==> config.mk <==
export PLATFORM = sky130hd
export DESIGN_NAME = phase_acc
export DESIGN_NICKNAME = d
export VERILOG_FILES = /design/src/rtl/phase_acc_pkg.sv /design/src/rtl/ftw_shadow.sv /design/src/rtl/phase_acc.sv
export SDC_FILE = /design/constraint.sdc
export NUM_CORES = 1
export LEC_CHECK = 0
export CORE_UTILIZATION = 58
export CTS_CLUSTER_SIZE = 14
export DETAILED_ROUTE_END_ITERATION = 10
export GPL_TIMING_DRIVEN = 0
export PLACE_DENSITY = 0.86
export REMOVE_ABC_BUFFERS = 1
export SETUP_SLACK_MARGIN = 0.4
export SLEW_MARGIN = 25
export SYNTH_ARGS = -nofsm -noshare
export SYNTH_HDL_FRONTEND = slang
export SYNTH_SLANG_ARGS = --single-unit
export TNS_END_PERCENT = 10
==> constraint.sdc <==
create_clock -name i_clk -period 5.55 [get_ports i_clk]
set_input_delay 0.555 -clock i_clk [delete_from_list [all_inputs] [get_ports i_clk]]
set_output_delay 0.555 -clock i_clk [all_outputs]
set_load 0.005 [all_outputs]
==> src/rtl/phase_acc_pkg.sv <==
// Shared definitions for the phase accumulator (NCO front end).
//   SAW_W     : width of the sawtooth phase word handed to saw2sin
//   ACC_W_DEF : default accumulator width
//   ftw_t     : tuning-word type at the default accumulator width
package phase_acc_pkg;

  localparam int unsigned SAW_W     = 16;
  localparam int unsigned ACC_W_DEF = 32;

  typedef logic [ACC_W_DEF-1:0] ftw_t;

endpackage

==> src/rtl/ftw_shadow.sv <==
// Double-buffered frequency tuning word.
// A load lands in the shadow register and raises pend. The shadow moves
// into the active word only at a phase wrap or on sync.
//   i_clk, i_rst_n : clock, async active-low reset
//   i_wrap         : current step carries out of the accumulator
//   i_sync         : phase sync (commits pending word immediately)
//   i_load, i_ftw  : shadow load strobe and value
//   o_ftw_act      : tuning word in use by the accumulator
//   o_pend         : shadow loaded but not yet committed
module ftw_shadow #(
  parameter int unsigned ACC_W = 32
) (
  input  logic             i_clk,
  input  logic             i_rst_n,
  input  logic             i_wrap,
  input  logic             i_sync,
  input  logic             i_load,
  input  logic [ACC_W-1:0] i_ftw,
  output logic [ACC_W-1:0] o_ftw_act,
  output logic             o_pend
);

  logic [ACC_W-1:0] act_q, act_d;
  logic [ACC_W-1:0] shd_q, shd_d;
  logic             pend_q, pend_d;

  always_comb begin
    act_d  = act_q;
    shd_d  = shd_q;
    pend_d = pend_q;
    if (i_sync) begin
      if (i_load) begin
        // Sync with load bypasses the shadow entirely.
        act_d  = i_ftw;
        shd_d  = i_ftw;
        pend_d = 1'b0;
      end else if (pend_q) begin
        act_d  = shd_q;
        pend_d = 1'b0;
      end
    end else begin
      // Commit uses the pre-load shadow; a coincident load then re-arms pend.
      if (i_wrap && pend_q) begin
        act_d  = shd_q;
        pend_d = 1'b0;
      end
      if (i_load) begin
        shd_d  = i_ftw;
        pend_d = 1'b1;
      end
    end
  end

  always_ff @(posedge i_clk or negedge i_rst_n) begin
    if (!i_rst_n) begin
      act_q  <= '0;
      shd_q  <= '0;
      pend_q <= 1'b0;
    end else begin
      act_q  <= act_d;
      shd_q  <= shd_d;
      pend_q <= pend_d;
    end
  end

  assign o_ftw_act = act_q;
  assign o_pend    = pend_q;

endmodule

==> src/rtl/phase_acc.sv <==
// Phase accumulator producing the 16-bit sawtooth phase word for saw2sin.
//   i_clk, i_rst_n : clock, async active-low reset
//   i_en           : sample strobe, one accumulator step per high cycle
//   i_ftw          : new tuning word (unsigned)
//   i_ftw_load     : capture i_ftw into the shadow register
//   i_phase_off    : phase offset added to the output word every step
//   i_sync         : zero the accumulator, priority over i_en
//   o_saw          : registered phase word
//   o_valid        : o_saw updated this cycle
//   o_wrap         : this step carried out of the accumulator
//   o_pending      : shadow tuning word awaiting commit
module phase_acc
  import phase_acc_pkg::*;
#(
  parameter int unsigned ACC_W = ACC_W_DEF
) (
  input  logic             i_clk,
  input  logic             i_rst_n,
  input  logic             i_en,
  input  logic [ACC_W-1:0] i_ftw,
  input  logic             i_ftw_load,
  input  logic [SAW_W-1:0] i_phase_off,
  input  logic             i_sync,
  output logic [SAW_W-1:0] o_saw,
  output logic             o_valid,
  output logic             o_wrap,
  output logic             o_pending
);

  logic [ACC_W-1:0] acc_q;
  logic [ACC_W-1:0] acc_nx;
  logic             carry;
  logic [ACC_W-1:0] ftw_act;
  logic             pend;
  logic             step;
  logic [SAW_W-1:0] saw_nx;
  logic [SAW_W-1:0] saw_q;
  logic             valid_q;
  logic             wrap_q;

  assign step              = i_en & ~i_sync;
  assign {carry, acc_nx}   = {1'b0, acc_q} + {1'b0, ftw_act};
  assign saw_nx            = acc_nx[ACC_W-1 -: SAW_W] + i_phase_off;

  ftw_shadow #(
    .ACC_W (ACC_W)
  ) u_ftw_shadow (
    .i_clk     (i_clk),
    .i_rst_n   (i_rst_n),
    .i_wrap    (step & carry),
    .i_sync    (i_sync),
    .i_load    (i_ftw_load),
    .i_ftw     (i_ftw),
    .o_ftw_act (ftw_act),
    .o_pend    (pend)
  );

  always_ff @(posedge i_clk or negedge i_rst_n) begin
    if (!i_rst_n) begin
      acc_q   <= '0;
      saw_q   <= '0;
      valid_q <= 1'b0;
      wrap_q  <= 1'b0;
    end else if (i_sync) begin
      acc_q   <= '0;
      saw_q   <= i_phase_off;
      valid_q <= 1'b1;
      wrap_q  <= 1'b0;
    end else if (i_en) begin
      acc_q   <= acc_nx;
      saw_q   <= saw_nx;
      valid_q <= 1'b1;
      wrap_q  <= carry;
    end else begin
      valid_q <= 1'b0;
      wrap_q  <= 1'b0;
    end
  end

  assign o_saw     = saw_q;
  assign o_valid   = valid_q;
  assign o_wrap    = wrap_q;
  assign o_pending = pend;

endmodule

# --- Word level (Yosys, flattened, before mapping) ---
# Cells that the tools add are included.
classes:
  mul: 0
  add_sub_neg: 2
  n_reduce_logical: 5
  bitwise: 3
  n_eq_ne: 1
  mux: 15
  magnitude_cmp: 0
  shifts: 0
  div_mod_pow: 0
op_table:
  columns: ["op", "n"]
  rows:
  - ["$mux 32", 6]
  - ["$add 32x32->33", 1]
  - ["$mux 16", 2]
  - ["$add 16x16->16", 1]
  - ["$mux 1", 7]
  - ["$reduce_bool 2->1", 2]
  - ["$ne 3x2->1 const B", 1]
  - ["$reduce_bool 3->1", 1]
  - ["$and 1x1->1", 2]
  - ["$reduce_and 2->1", 1]
  - ["$logic_and 1x1->1", 1]
  - ["$not 1->1", 1]
word_totals:
  out_inout_bits: 19
  mem_bits_rw: 0
  latch_bits: 0
  memories: 0
  rom_bits: 0
  elab_cells: 33
  in_bits: 53
  register_bits: 115

# --- Longest topological paths before layout ---
logic_depth:
  word_depth: 7
  mapped_depth: 22
  depth_no_buf: 22

# --- Modules after synthesis ---
# A second synthesis with hierarchy kept.
hier_totals:
  cells_unflattened: 647
  hier_area_um2: 7279.5
modules_own_cells:
  columns: ["module", "cells_each", "instances", "seq_area_each_um2", "area_per_inst_um2"]
  rows:
  - ["phase_acc", 469, 1, 1251.2, 4229.1]
  - ["ftw_shadow", 178, 1, 1626.6, 3050.4]

# --- Least setup slack after synthesis ---
# OpenSTA, ideal clock, no wires.
synth_timing:
  kind: "register -> register"
  from: "reg acc_q[5]"
  to: "reg saw_q[15], in the netlist o_saw[15]"
  t_required_ps: 5422
  setup_time_ps: 128
  n_path_buf: 0
  stages_incl_launch_ff: 21
  period_less_slack_ps: 4429
  t_arrival_ps: 4300
  path_slack_ps: 1121
  path_cell_list: "dfrtp_1 -> ha_1 -> or3_4 -> a211o_1 -> o21ai_0 -> a21oi_1 -> o21ai_0 -> a21oi_1 -> o21bai_1 -> nand2_1 -> xor2_1 -> ha_1 -> a211oi_1 -> o21ai_1 -> a311o_1 -> o31a_1 -> a31oi_1 -> nand2_1 -> a21boi_0 -> nor4_1 -> nand3b_1"
synth_between:
  elab_chain_len: 4
synth_rtl:
  columns: ["item", "line_no", "source"]
  rows:
  - ["from (decl)", "phase_acc.sv:30", "logic [ACC_W-1:0] acc_q;"]
  - ["from (signal assigned)", "phase_acc.sv:70", "acc_q <= acc_nx;"]
  - ["$add 32x32->33", "phase_acc.sv:42", "assign {carry, acc_nx} = {1'b0, acc_q} + {1'b0, ftw_act};"]
  - ["$add 16x16->16", "phase_acc.sv:43", "assign saw_nx = acc_nx[ACC_W-1 -: SAW_W] + i_phase_off;"]
  - ["$mux 16", "phase_acc.sv:69", "end else if (i_en) begin"]
  - ["$mux 16", "phase_acc.sv:64", "end else if (i_sync) begin"]
  - ["to (signal assigned)", "phase_acc.sv:66", "saw_q <= i_phase_off;"]
  - ["to (signal assigned)", "phase_acc.sv:71", "saw_q <= saw_nx;"]
  - ["to (decl)", "phase_acc.sv:37", "logic [SAW_W-1:0] saw_q;"]
# Every way passes these cells. The select of a mux whose other input is x is not followed.
# A chain may end at the register's enable or synchronous reset.

# --- Final worst setup path ---
layout_timing:
  from: "reg acc_q[7]"
  to: "reg saw_q[15], in the netlist o_saw[15]"
# The elaborated chain is that of the path after synthesis.

==> summary.md <==
| Metric | Value |
|---|---|
| Crit path kind | `reg -> reg` |
| Arrival time at the worst endpoint | `5.28 ns` |
| Post-Syn Instances | `795` |
| Cts bufs inserted | `17` |
| Initial antenna violation count | `0` |
| Final hold viol count | `0` |
| Fillers | `874` |
| Initial Utilization | `about three fifths` |
| CTS sink count | `115` |
| RR Endpoint | `o_saw[15]$_DFFE_PN0P_` |
| FF+latch count, synth | `between 100 and 150` |
| Vias in the first global route | `6372` |
| Residual DRC count | `0` |
| Main flop type after synthesis | `dfrtp_1` |
| R2r startpoint | `acc_q[7]$_DFFE_PN0P_` |
| CTS Hold Bufs | `0` |
| GP Congestion | `0.8809` |
| Top cells by count, synth | `dfrtp_1 (115), nand2_1 (110), nor2_1 (74)` |
| RSZ-0062 raised after global routing | `no` |
| Area delta synth->final | `20.02%` |
| Min Tclk post-route | `4.925 ns` |
| Synth area leader | `dfrtp_1` |
| Peak Freq | `203.1 MHz` |
| Hold crit path type | `in -> async` |
| Worst IR Drop VDD | `0.0002554 V` |
| Fin nets | `952` |
| Die Y | `115.1 microns` |
| Ys Warns | `0` |
| Die area | `13250 sq um` |
| CTS root buffer | `clkbuf_16` |
| Total track usage | `29.41%` |
| Seq/Total Area, Yosys | `38.79%` |
| Die width | `115.1 microns` |
| TritonCTS clock tree | `done` |
| Final worst setup slack | `roughly 0.63 ns` |
| Synth async-reset ratio | `100.0%` |
| Max-Cap Viols | `0` |
| Distinct cells, synth | `60` |
| Share of layout cells above drive strength 1 | `11.15%` |
| Port buffer count | `71` |
| Clock tree buffer depth | `2` |
| Period Utilization, post-route | `88.73%` |
| Power Dens Cells | `644.6 nW/um^2` |
| Rows | `40` |
| Clock transition at the registers of the reported paths | `~0.050 ns` |
| Via count | `6284` |
| Slew Limit Fails | `0` |
| First-pass GRT wire length | `30200 microns` |
| Worst Tran Pin Value | `0.8790 ns` |
| EDFF count, synth | `0` |
| Slew margin rel. | `just over 40%` |
| Top area cells in the synthesized netlist | `dfrtp_1 (39%), ha_1 (8.3%), nand2_1 (5.6%), mux2_2 (4.9%), o21ai_0 (4.7%)` |
| Worst slack, placed | `0.2452 ns` |
| Count leader, synth | `dfrtp_1` |
| Average wire per cell in the routed design | `17.75 microns` |
| Vias/cell | `6.107` |
| Status | `finished clean` |
| Core area | `12260 sq um` |
| Startpoint Class | `flip-flop` |
| Mapped Area | `approximately 7400 sq um` |
| CP Data Required Time | `5.91 ns` |
| H-Tree Depth | `4` |
| Worst skew pair latency | `0.42 ns` |
| Post-DP HPWL | `11940 microns` |
| Post-layout util | `72.61%` |
| R2R depth | `20` |
| GRT overflow | `0` |
| # setup viols final | `0` |
| First drt pass iteration count | `5` |
| Crit path max fanout | `4` |
| IO Count | `72` |
| Critical Path Sink Type | `flip-flop` |
| Total routed wirelength | `18270 microns` |
| Detail Route Antenna Nets | `0` |
| Diodes inserted | `0` |
| Mean cell area of the mapped netlist | `about 9.3 sq um` |
| First DRT Iteration DRCs | `around 380` |
| Worst reg2reg setup slack | `0.63 ns` |
| Largest net degree at the start of global routing | `69` |
| Skew final | `0.01184 ns` |
| Leakage | `approximately 3.9 nW` |
| Post-synth top area share | `38.79%` |
==> how the worst max path moves through the flow <==
stage               slack [ns]            startpoint                                endpoint  cells past startpoint
CTS                       0.39  acc_q[7]$_DFFE_PN0P_                   o_saw[14]$_DFFE_PN0P_                     20
detailed placement        0.25  acc_q[7]$_DFFE_PN0P_                   o_saw[15]$_DFFE_PN0P_                     20
global placement         -0.64                  i_en  u_ftw_shadow.o_ftw_act[27]$_DFFE_PN0P_                      5
floorplan                 1.12  acc_q[5]$_DFFE_PN0P_                   o_saw[15]$_DFFE_PN0P_                     20
finish                    0.63  acc_q[7]$_DFFE_PN0P_                   o_saw[15]$_DFFE_PN0P_                     20
global route              0.41  acc_q[7]$_DFFE_PN0P_                   o_saw[15]$_DFFE_PN0P_                     20
==> flip-flops by register name, indices dropped and copies added, names as in the netlist <==
| name | cells |
|---|---|
| u_ftw_shadow.o_ftw_act | 32 |
| u_ftw_shadow.o_pend | 1 |
| o_valid | 1 |
| acc_q | 32 |
| u_ftw_shadow.shd_q | 32 |
| o_saw | 16 |
| o_wrap | 1 |
==> critical path, cell delays in order (launching register included) <==
cell and delay [ns]:
dfrtp_1 0.39, ha_1 0.22, or3_4 0.40, a211o_1 0.33, o21ai_1 0.19, a21oi_1 0.13
o21ai_2 0.18, a21oi_1 0.14, o21bai_2 0.19, nand2_1 0.12, xor2_2 0.18, ha_1 0.32
a211oi_2 0.28, o21ai_1 0.16, a311o_1 0.37, o31a_1 0.31, a31oi_2 0.26, nand2b_1 0.14
a21oi_1 0.08, nor4_1 0.30, nand3b_1 0.15
==> metrics by stage <==
step / area, sq um / hold slack (ns) / setup TNS [ns] / std cells / power (W)
after floorplan: 7241 / 0.2594 / 0 / 755 / 0.003603
after global placement: 8162 / 0.4809 / -68.46 / 994 / 0.004243
after detailed placement: 8217 / 0.4942 / 0 / 996 / 0.004403
after CTS: 8866 / 0.07834 / 0 / 1028 / 0.005667
after global routing: 8904 / 0.1097 / 0 / 1029 / 0.006141
final: 8904 / 0.05994 / 0 / 1029 / 0.005739
==> per-layer routing <==
layer | up-vias | share of wire [%] | wire length, microns | track usage, %
met2 | 205 | 49 | 8942 | 49.88
met3 | 41 | 5.1 | 923 | 6.378
met5 | - | 0 | 0 | 0
met1 | 3045 | 44 | 8003 | 36.03
met4 | 0 | 2.2 | 396 | 13.25
li1 | 2993 | - | - | -
==> layout by cell type (no fill, tap or decap), types with 5 or more instances in the layout <==
cell type        instances
dfrtp_1                114
nand2_1                110
nor2_1                  74
clkdlybuf4s50_1         67
o21ai_0                 65
ha_1                    49
a21oi_1                 39
mux2_2                  32
o221a_1                 30
mux2i_1                 26
a21o_1                  22
xnor2_1                 17
clkbuf_16               17
xor2_1                  15
o21a_1                  13
inv_1                   12
nor3_1                  12
nand2b_1                 8
or3_1                    8
a211oi_1                 7
o21ai_1                  6
nor2b_1                  6
nand3_1                  6
o21bai_1                 6
and3_1                   5
o211ai_1                 5
nand3b_1                 5
==> timing repair <==
| action | 4_1_cts | 5_1_grt |
|---|---|---|
| resized for setup | 3 | 10 |
| pin swaps | 0 | 1 |
| endpoints found under the setup margin | 2 | 4 |
| setup buffers | 0 | 1 |
==> area by class of cell <==
class	count	area [sq um]	area share, %
Inverter	13	48.80	0.5481
Clock inverter	9	150.1	1.686
Sequential cell	115	2879	32.34
Clock buffer	23	488.0	5.481
Multi-Input combinational cell	627	4360	48.97
Timing Repair Buffer	74	767.0	8.614
Tap cell	168	210.2	2.361
==> power breakdown <==
| part | total, W | switching (W) | internal [W] |
|---|---|---|---|
| clock | 0.00119 | 0.000390 | 0.000796 |
| sequential | 0.00125 | 0.000171 | 0.00108 |
| combinational | 0.00330 | 0.00180 | 0.00150 |
| total | 0.00574 | 0.00236 | 0.00338 |
==> kinds of logic (layout without fill, tap and decap cells) <==
logic type / Yosys count / in the layout / share of synthesized area (%)
flops: 115 / 115 / 38.79
xor+xnor: 33 / 33 / 3.896
compound gates: 235 / 235 / 22.16
simple gates: 250 / 250 / 14.93
mux: 58 / 58 / 8.366
fa+ha+maj: 51 / 51 / 8.804
buf+inv: 53 / 119 / 3.053
(Power assumes the default switching activity.)
